### src/rtl/pool_window_reorder_if.sv
// Stream bundle for the 2x2 pool-window reorder stage: row-major pixels in,
// window-ordered pixels out (no downstream backpressure).
interface pool_window_reorder_if #(
  parameter int DATA_W = 16
) ();
  logic              in_valid;
  logic              in_ready;
  logic [DATA_W-1:0] in_data;
  logic              out_valid;
  logic [DATA_W-1:0] out_data;
  logic              win_last;
  logic              frame_done;

  modport master (
    output in_valid,
    output in_data,
    input  in_ready,
    input  out_valid,
    input  out_data,
    input  win_last,
    input  frame_done
  );

  modport slave (
    input  in_valid,
    input  in_data,
    output in_ready,
    output out_valid,
    output out_data,
    output win_last,
    output frame_done
  );
endinterface

### src/rtl/pool_window_reorder.sv
// Reorders a row-major feature-map stream into 2x2 pool windows (TL, TR, BL, BR).
// The even row is buffered; the odd row's pixel pair triggers a 4-cycle drain.
//
// state  | meaning
// ACCEPT | in_ready high; store pixel into row buffer / BL / BR hold
// EMIT0  | out_data = TL (row buffer, left column of window)
// EMIT1  | out_data = TR (row buffer, right column of window)
// EMIT2  | out_data = BL (hold_bl)
// EMIT3  | out_data = BR (hold_br), win_last, frame_done on final window
module pool_window_reorder #(
  parameter int DATA_W = 16,
  parameter int IMG_W  = 8,
  parameter int IMG_H  = 8
) (
  input  logic                   clk,
  input  logic                   rst,
  pool_window_reorder_if.slave   bus
);

  localparam int COL_W = $clog2(IMG_W);
  localparam int ROW_W = $clog2(IMG_H);
  localparam logic [COL_W-1:0] COL_LAST = COL_W'(IMG_W - 1);
  localparam logic [ROW_W-1:0] ROW_LAST = ROW_W'(IMG_H - 1);

  localparam logic [2:0] S_ACCEPT = 3'd0;
  localparam logic [2:0] S_EMIT0  = 3'd1;
  localparam logic [2:0] S_EMIT1  = 3'd2;
  localparam logic [2:0] S_EMIT2  = 3'd3;
  localparam logic [2:0] S_EMIT3  = 3'd4;

  logic [2:0]        state_q, state_d;
  logic [COL_W-1:0]  col_q, col_d;
  logic [ROW_W-1:0]  row_q, row_d;
  logic [COL_W-1:0]  emit_col_q, emit_col_d;
  logic              frame_end_q, frame_end_d;
  logic [DATA_W-1:0] rowbuf_q [IMG_W];
  logic [DATA_W-1:0] rowbuf_d [IMG_W];
  logic [DATA_W-1:0] hold_bl_q, hold_bl_d;
  logic [DATA_W-1:0] hold_br_q, hold_br_d;
  logic              out_valid_q, out_valid_d;
  logic [DATA_W-1:0] out_data_q, out_data_d;
  logic              win_last_q, win_last_d;
  logic              frame_done_q, frame_done_d;
  logic              xfer;

  assign xfer = bus.in_valid && (state_q == S_ACCEPT);

  always_comb begin
    state_d      = state_q;
    col_d        = col_q;
    row_d        = row_q;
    emit_col_d   = emit_col_q;
    frame_end_d  = frame_end_q;
    rowbuf_d     = rowbuf_q;
    hold_bl_d    = hold_bl_q;
    hold_br_d    = hold_br_q;
    out_valid_d  = 1'b0;
    out_data_d   = out_data_q;
    win_last_d   = 1'b0;
    frame_done_d = 1'b0;

    case (state_q)
      S_ACCEPT: begin
        if (xfer) begin
          if (!row_q[0]) begin
            rowbuf_d[col_q] = bus.in_data;
          end else if (!col_q[0]) begin
            hold_bl_d = bus.in_data;
          end else begin
            // Outputs are registered, so TL is launched on the BR accept edge
            // to appear in the EMIT0 cycle.
            hold_br_d   = bus.in_data;
            emit_col_d  = col_q;
            frame_end_d = (row_q == ROW_LAST) && (col_q == COL_LAST);
            state_d     = S_EMIT0;
            out_valid_d = 1'b1;
            out_data_d  = rowbuf_q[col_q - 1'b1];
          end

          if (col_q == COL_LAST) begin
            col_d = '0;
            row_d = (row_q == ROW_LAST) ? '0 : row_q + 1'b1;
          end else begin
            col_d = col_q + 1'b1;
          end
        end
      end
      S_EMIT0: begin
        state_d     = S_EMIT1;
        out_valid_d = 1'b1;
        out_data_d  = rowbuf_q[emit_col_q];
      end
      S_EMIT1: begin
        state_d     = S_EMIT2;
        out_valid_d = 1'b1;
        out_data_d  = hold_bl_q;
      end
      S_EMIT2: begin
        state_d      = S_EMIT3;
        out_valid_d  = 1'b1;
        out_data_d   = hold_br_q;
        win_last_d   = 1'b1;
        frame_done_d = frame_end_q;
      end
      S_EMIT3: begin
        state_d = S_ACCEPT;
      end
      default: begin
        state_d = S_ACCEPT;
      end
    endcase
  end

  always_ff @(posedge clk) begin
    if (rst) begin
      state_q      <= S_ACCEPT;
      col_q        <= '0;
      row_q        <= '0;
      emit_col_q   <= '0;
      frame_end_q  <= 1'b0;
      out_valid_q  <= 1'b0;
      out_data_q   <= '0;
      win_last_q   <= 1'b0;
      frame_done_q <= 1'b0;
    end else begin
      state_q      <= state_d;
      col_q        <= col_d;
      row_q        <= row_d;
      emit_col_q   <= emit_col_d;
      frame_end_q  <= frame_end_d;
      out_valid_q  <= out_valid_d;
      out_data_q   <= out_data_d;
      win_last_q   <= win_last_d;
      frame_done_q <= frame_done_d;
    end
  end

  // Pixel storage carries no reset; its contents are rewritten before use.
  always_ff @(posedge clk) begin
    rowbuf_q  <= rowbuf_d;
    hold_bl_q <= hold_bl_d;
    hold_br_q <= hold_br_d;
  end

  assign bus.in_ready   = (state_q == S_ACCEPT);
  assign bus.out_valid  = out_valid_q;
  assign bus.out_data   = out_data_q;
  assign bus.win_last   = win_last_q;
  assign bus.frame_done = frame_done_q;

endmodule
### src/flat_wrapper.sv
// flat-port wrapper written by rule: the top's interface ports become plain ports
module pool_window_reorder_flat 
#(
  parameter int DATA_W = 16,
  parameter int IMG_W  = 8,
  parameter int IMG_H  = 8
)
  (clk, rst, bus_in_valid, bus_in_data, bus_in_ready, bus_out_valid, bus_out_data, bus_win_last, bus_frame_done);
  pool_window_reorder_if #(.DATA_W(DATA_W)) bus_i ();
  input  logic clk;
  input  logic rst;
  input wire logic [$bits(bus_i.in_valid)-1:0] bus_in_valid;
  input wire logic [$bits(bus_i.in_data)-1:0] bus_in_data;
  output wire logic [$bits(bus_i.in_ready)-1:0] bus_in_ready;
  output wire logic [$bits(bus_i.out_valid)-1:0] bus_out_valid;
  output wire logic [$bits(bus_i.out_data)-1:0] bus_out_data;
  output wire logic [$bits(bus_i.win_last)-1:0] bus_win_last;
  output wire logic [$bits(bus_i.frame_done)-1:0] bus_frame_done;
  assign bus_i.in_valid = bus_in_valid;
  assign bus_i.in_data = bus_in_data;
  assign bus_in_ready = bus_i.in_ready;
  assign bus_out_valid = bus_i.out_valid;
  assign bus_out_data = bus_i.out_data;
  assign bus_win_last = bus_i.win_last;
  assign bus_frame_done = bus_i.frame_done;
  pool_window_reorder #(.DATA_W(DATA_W), .IMG_W(IMG_W), .IMG_H(IMG_H)) u_core (.clk(clk), .rst(rst), .bus(bus_i));
endmodule
### config.mk
export PLATFORM = sky130hd
export DESIGN_NAME = pool_window_reorder_flat
export DESIGN_NICKNAME = d
export VERILOG_FILES = /design/src/rtl/pool_window_reorder_if.sv /design/src/rtl/pool_window_reorder.sv /design/src/flat_wrapper.sv
export SDC_FILE = /design/constraint.sdc
export NUM_CORES = 1
export LEC_CHECK = 0
export BUFFER_PORTS_ARGS = -buffer_cell sky130_fd_sc_hd__buf_2
export CAP_MARGIN = 20
export CORE_UTILIZATION = 50
export DETAILED_ROUTE_END_ITERATION = 10
export MAX_ROUTING_LAYER = met4
export PLACE_DENSITY = 0.71
export SYNTH_ARGS = -nofsm -noshare
export SYNTH_HDL_FRONTEND = slang
export SYNTH_SLANG_ARGS = --single-unit
### constraint.sdc
create_clock -name clk -period 7.6 [get_ports clk]
set_clock_uncertainty 0.15 [all_clocks]
set_input_delay 0 -clock clk [delete_from_list [all_inputs] [get_ports clk]]
set_output_delay 0 -clock clk [all_outputs]
set_load 0.005 [all_outputs]
==> metrics.cfg, run 1 <==
[worst_setup_path]
cp_num_buf_inv=3
path_cells=buf_4, inv_2, ha_2, buf_4, mux4_2, mux2_2, nand2_1, a311oi_1
critPathArrivalTime_ns=3.66
cp_common_cell=buf_4
r2r_end=u_core.bus.out_data[15]
worstSetupPathType=flip-flop to flip-flop
cp_top_family=buffers and inverters
timing.rr.start=u_core.col_q[0]
slowest_stage=ha_2
r2r_slack_ns=4.07
max_stage_delay_ns=0.79
start_kind=flip-flop
rr_worst_depth=8
required_ns=7.74
worstSetupEndpointType=flip-flop
path_max_fanout=39

[sta]
min_period_over_period_pct=46.4
fin_setup_tns_ns=0
slew_violations=0
relSlewSlack_pct=25.5
hold_viol=0
setup_violations=0
max_freq_mhz=284
worst_slew_pin_slew_ns=1.12
hold_ws_ns=0.247
rsz0062_at_grt=no
fin_crit_ns=3.53

[final_layout]
syn2layout_area_growth_pct=13.0
antenna_cells=0
nets=650
post-route-util_pct=58.3
n_fill_cell=1307
drive_gt1_share_pct=24.4

[yosys]
yosys-top-cells-count=edfxtp_1 (160), mux2i_1 (82), nor2_1 (51)
yosys_warnings=0
synthMuxAreaShare_pct=19.1
netlist-cell-type-count=39
synth_fa_ha_area_share_pct=0.726
synth_compound_area_share_pct=5.81
yosys.area.top_type_share_pct=55.8
synth-edff-count=160
synthXorXnorAreaFrac_pct=0.523
netlist_area_mm2=0.00861
syn-num-nets=596
yosysTopAreaCell=edfxtp_1
synth_top_family_by_area=multiplexers
ys_seq_elements=192
syn_inst=572
async_flop_share_pct=0
ys.flop_type=edfxtp_1
yosys.area_share.simple_pct=7.79
yosysSeqAreaShare_pct=63.2
synth_area_leaders=edfxtp_1 (56%), mux2i_1 (9.5%), mux4_2 (8.4%), dfxtp_1 (7.4%), nor2_1 (2.2%)
avgSynthCellArea_um2=15.1
synth.most_common_cell=edfxtp_1

[routing]
via_per_inst=6.20
wl_per_cell_um=23.1
firstDrtPassIters=5
wl_mm=19.9
num_vias=5322
postRouteAntennaNets=0
drt_iter0_markers=429
drc=0

[grt]
grt_pass1_vias=5426
grt_max_degree=52
grt_antenna_before_repair=0
grt_use_total_pct=24.4
overflow=0
grt_pass1_wl_mm=30.5

[floorplan]
core_area_mm2=0.0167
die_w_um=133
initial_core_util_pct=51.6
io_pins=39
die_area_mm2=0.0178
fp-row-count=47
chipHeight_um=133

[power_and_ir_drop]
leakage_nw=3.16
power.density_mw_per_mm2=249
p_total_mw=2.43
ir_worst_vdd_mv=0.188

[cts]
path_clk_slew_ns=0.07
htree_levels=4
clock_path_buffers=2
cts.sinks=192
cts_tree=built
cts.root.buffer_cell=clkbuf_16
cts_resized=0
cts_setup_buffers=0
insertion_delay_ns=0.43
cts_made_buffers=17
hold_buffers=19

[hold_path]
holdPathEnd=u_core.rowbuf_q[41]
holdCritPathClass=primary input to flip-flop
min-delay-start=bus_in_data[9]
holdPathStages=2

[run_status]
outcome=complete, no violations

[job]
maxCapViolCount=0

[placed_design]
routabilityCongestion=0.781
dp.final_hpwl_mm=11.9
io_buffers=38

[worst max path at each step]
stage,start,to,cells after the start
after CTS,u_core.col_q[0],u_core.bus.out_data[1],8
after detailed placement,u_core.col_q[0],u_core.bus.out_data[1],8
after global placement,u_core.col_q[0],u_core.bus.out_data[2],8
final,u_core.col_q[0],u_core.bus.out_data[15],8
after floorplan,u_core.col_q[0],u_core.rowbuf_q[100],5
after global routing,u_core.col_q[0],u_core.bus.out_data[2],8
[stage by stage]
step	cell area, um2	setup WS, ns	instances
3_3_place_gp	9000	4.14	807
2_1_floorplan	8610	4.67	572
6_report	9740	4.07	859
5_1_grt	9740	3.88	859
4_1_cts	9740	4.07	859
3_5_place_dp	9010	4.08	808
[placed cells by master, fill, tap and decap left out, types with 7 or more instances in the layout]
cell / instances
buf_2: 38
a31oi_1: 16
mux2i_1: 82
nor2_1: 45
a311oi_1: 17
buf_4: 18
edfxtp_1: 160
nor2_2: 8
clkbuf_16: 17
nand3_1: 24
nand2_1: 30
a21oi_1: 7
nand4_1: 7
dlygate4sd3_1: 19
a22oi_1: 16
mux4_2: 32
a21oi_2: 9
mux2_2: 9
dfxtp_1: 30
[sequential cells by signal (all words and copies together), names as in the netlist]
name and cells:
u_core.bus.frame_done 1, u_core.bus.out_data 16, u_core.bus.out_valid 1, u_core.bus.win_last 1, u_core.col_q 3, u_core.emit_col_q 3
u_core.frame_end_q 1, u_core.hold_bl_q 16, u_core.hold_br_q 16, u_core.row_q 3, u_core.rowbuf_q 128, u_core.state_q 3
[cell families (layout without fill, tap and decap cells)]
group,Yosys count,count (layout)
buffers and inverters,43,110
AND/OR/NAND/NOR,139,139
XOR/XNOR,3,3
AO/OA/AOI/OAI,67,67
flip-flops,192,192
adder cells (fa/ha/maj),5,5
multiplexers,123,123
[layout make-up]
type / count / area [um2] / area share [%]
inverter: 3 / 11.3 / 0.116
timing repair buffer: 75 / 515 / 5.29
clock buffer: 19 / 433 / 4.45
sequential: 192 / 5450 / 55.9
multi-input combinational: 337 / 2950 / 30.3
tap: 220 / 275 / 2.83
clock inverter: 13 / 105 / 1.08
[report_power, final]
part / total (mW) / switching (mW) / internal (mW) / leakage, nW
logic: 0.396 / 0.228 / 0.168 / 1.20
registers: 1.22 / 0.0272 / 1.19 / 1.71
clock network: 0.817 / 0.393 / 0.424 / 0.251
total: 2.43 / 0.648 / 1.78 / 3.16
[layer usage]
layer,track usage [%],vias to the layer above,wire (um)
li1,-,2351,-
met1,30.7,2702,8330
met2,38.3,232,9800
met3,4.49,37,1310
met4,11.6,0,444
met5,-,-,0
Note: power is estimated with default switching activity, not from simulation.
==> run 2: changes to the inputs <==
- ABC_AREA: default -> 1
- PLACE_DENSITY: 0.71 -> 0.73
- clock period: 7.6 -> 3.2 ns (I/O delays scaled with it)
==> run 2 against run 1 <==
  * Final cell count is 59% higher
  * Design area grew 8.8%
  * Area after synthesis increased by 9.0%
  * Routed wire length up 22%
  * Worst hold slack hardly changed
  * Critical path depth fell by 4
  * Sequential cell count unchanged
  * Maximum frequency up 39%
  * Clock power rose to 2.5 times the previous value
  * Worst setup slack got worse by 3.4 ns
  * Sequential share of layout area down 4.5 points
  * Highest routed layer unchanged
==> metrics.cfg, run 2 <==
[placed_design]
dp.final_hpwl_mm=14.2  ; +19%
dpl_cell_area_mm2=0.00984  ; +9.3%
dpl.cell_count=1318  ; +63%
routabilityCongestion=0.877  ; +12%
io_buffers=38  ; unchanged

[yosys]
async_flop_share_pct=0  ; unchanged
syn_inst=1083  ; +89%
netlist_area_mm2=0.00939  ; +9.0%
synth_area_leaders=edfxtp_1 (51%), nand3_1 (13%), nand2_1 (12%), inv_1 (7.5%), dfxtp_1 (6.8%)
ys.flop_type=edfxtp_1
yosys_warnings=0  ; unchanged
avgSynthCellArea_um2=8.67  ; -42%
netlist-cell-type-count=29  ; -26%
yosys.area.top_type_share_pct=51.2  ; -4.6 points
yosysSeqAreaShare_pct=58.0  ; -5.2 points
ys_seq_elements=192  ; unchanged
yosysTopAreaCell=edfxtp_1
synth.most_common_cell=nand2_1
syn-num-nets=1107  ; +86%
synth-edff-count=160  ; unchanged
yosys-top-cells-count=nand2_1 (300), nand3_1 (242), inv_1 (188)

[cts]
cts_tree=built
cts.sinks=192  ; unchanged
clock_path_buffers=2  ; unchanged
cts_resized=0  ; unchanged
insertion_delay_ns=0.44  ; about the same
path_clk_slew_ns=0.07  ; about the same
htree_levels=4  ; unchanged
cts_setup_buffers=0  ; unchanged
hold_buffers=18  ; -1
cts_made_buffers=17  ; unchanged
cts.root.buffer_cell=clkbuf_16

[worst_setup_path]
required_ns=3.18  ; -4.56 ns
worstSetupPathType=flip-flop to flip-flop
worstSetupEndpointType=flip-flop
r2r_slack_ns=0.66  ; -3.42 ns
slowest_stage=buf_4
start_kind=flip-flop
path_cells=buf_4, nand2_1, nor2_2, buf_4
cp_common_cell=buf_4
max_stage_delay_ns=0.66  ; -0.13 ns
critPathArrivalTime_ns=2.53  ; -1.13 ns
path_max_fanout=69  ; +77%

[final_layout]
largest_reg_flops=128  ; unchanged
final_common_cell=nand2_1
finalNonFillerCells=1368  ; +59%
syn2layout_area_growth_pct=12.9
final_cell_mix=nand2_1 (300), nand3_1 (242), inv_1 (186)
fin_area_mm2=0.0106  ; +8.8%
drive_gt1_share_pct=10.8  ; -14 points
antenna_cells=0  ; unchanged
largest-register=u_core.rowbuf_q
n_fill_cell=1562  ; +20%
nets=1150  ; +77%

[sta]
max_freq_mhz=393  ; +39%
min_period_over_period_pct=79.5  ; +33 points
rsz0062_at_grt=no
setup_violations=0  ; unchanged
hold_viol=0  ; unchanged
relSlewSlack_pct=33.4  ; +7.9 points
slew_violations=0  ; unchanged
fin_crit_ns=2.54  ; -0.981 ns
hold_ws_ns=0.247  ; -0.000158 ns
worst_slew_pin_slew_ns=1.00  ; -0.116 ns
fin_setup_tns_ns=0  ; unchanged

[power_and_ir_drop]
p_sw_share_pct=27.6  ; +0.93 points
p_total_mw=5.94  ; +140%
combPwrFrac_pct=17.2  ; +0.9 points
leakage_nw=4.65  ; +47%
ir_worst_vdd_mv=0.436  ; +130%
power.density_mw_per_mm2=561  ; +120%
clock_power_share_pct=34.5  ; +0.9 points
p_int_mw=4.30  ; +140%
seqPwrFrac_pct=48.3  ; -1.8 points
power.switching_mw=1.64  ; +150%

[routing]
wl_met1_mm=9.84  ; +18%
drc=0  ; unchanged
firstDrtPassIters=8  ; +3
drt_iter0_markers=1106  ; +160%
wl_per_cell_um=17.8  ; -23%
dr.max_layer_used=met4
via_per_inst=5.56  ; -10%
num_vias=7606  ; +43%
wl_met2_mm=11.4  ; +16%
postRouteAntennaNets=0  ; unchanged
wl_met3_mm=2.42  ; +85%
wl_mm=24.3  ; +22%

[floorplan]
die_w_um=139  ; +4.3%
chipHeight_um=139  ; +4.3%
initial_core_util_pct=51.5  ; about the same
core_area_mm2=0.0182  ; +9.0%
io_pins=39  ; unchanged
die_area_mm2=0.0193  ; +8.8%
fp-row-count=49  ; +4.3%

[run_status]
outcome=complete, no violations

[grt]
grt_max_degree=70  ; +35%
grt_antenna_before_repair=0  ; unchanged
grt_pass1_vias=7186  ; +32%
overflow=0  ; unchanged
grt_pass1_wl_mm=38.1  ; +25%
grt_use_total_pct=26.8  ; +2.4 points

[hold_path]
holdCritPathClass=primary input to flip-flop

[job]
maxCapViolCount=0  ; unchanged

## run 2: cells by family (layout without fill, tap and decap cells)
| family | count (synthesis) | count (layout) | share of synthesized area (%) |
|---|---|---|---|
| adders and majority gates | 5 | 5 | 0.667 |
| xor gates and xnor gates | 2 | 2 | 0.347 |
| DFF | 192 | 192 | 58.0 |
| and+or+nand+nor | 587 | 587 | 27.5 |
| AOI/OAI and AO/OA | 48 | 48 | 2.68 |
| buffers and inverters | 249 | 305 | 10.8 |
## run 2: per-layer routing
layer / vias to the layer above / global-route usage [%]
met5: - / -
met4: 0 / 10.6
met3: 66 / 4.45
met2: 432 / 42.5
met1: 3535 / 34.4
li1: 3573 / -
## run 2: layout make-up
class	instances	area, um2	area share (%)
multi-input combinational	642	2970	28.0
clock inverter	7	46.3	0.437
tap	229	287	2.71
sequential	192	5450	51.4
inverter	190	713	6.73
clock buffer	25	520	4.91
timing repair buffer	83	611	5.76
## run 2: power by group through the flow
stage / Sequential, mW / Combinational [mW] / Clock [mW]
3_5_place_dp: 2.93 / 0.976 / 0
4_1_cts: 2.87 / 1.00 / 2.06
6_report: 2.87 / 1.02 / 2.05
5_1_grt: 2.88 / 1.12 / 2.14
2_1_floorplan: 2.92 / 0.660 / 0
3_3_place_gp: 2.93 / 0.962 / 0
## run 2: per-stage QoR
step | setup WS [ns] | utilization, %
after CTS | 0.677 | 58.2
after detailed placement | 0.693 | 54.1
after global routing | 0.547 | 58.2
final | 0.655 | 58.2
after floorplan | 0.442 | -
after global placement | 0.739 | 54.1
## run 2: worst max-delay path, delay by kind of cell, from the launching register on
| kind | cells | cell delay (ns) |
|---|---|---|
| flip-flops | 1 | 0.34 |
| buffers and inverters | 2 | 0.95 |
| AND/OR/NAND/NOR | 2 | 0.78 |
## run 2: worst paths after layout
check | start | to | cells after the start
setup / recovery | u_core.col_q[0] | u_core.rowbuf_q[15] | 4
hold reg to reg | u_core.frame_end_q | u_core.frame_end_q | 2
setup reg to reg | u_core.col_q[0] | u_core.rowbuf_q[15] | 4
hold / removal | bus_in_data[5] | u_core.rowbuf_q[69] | 2
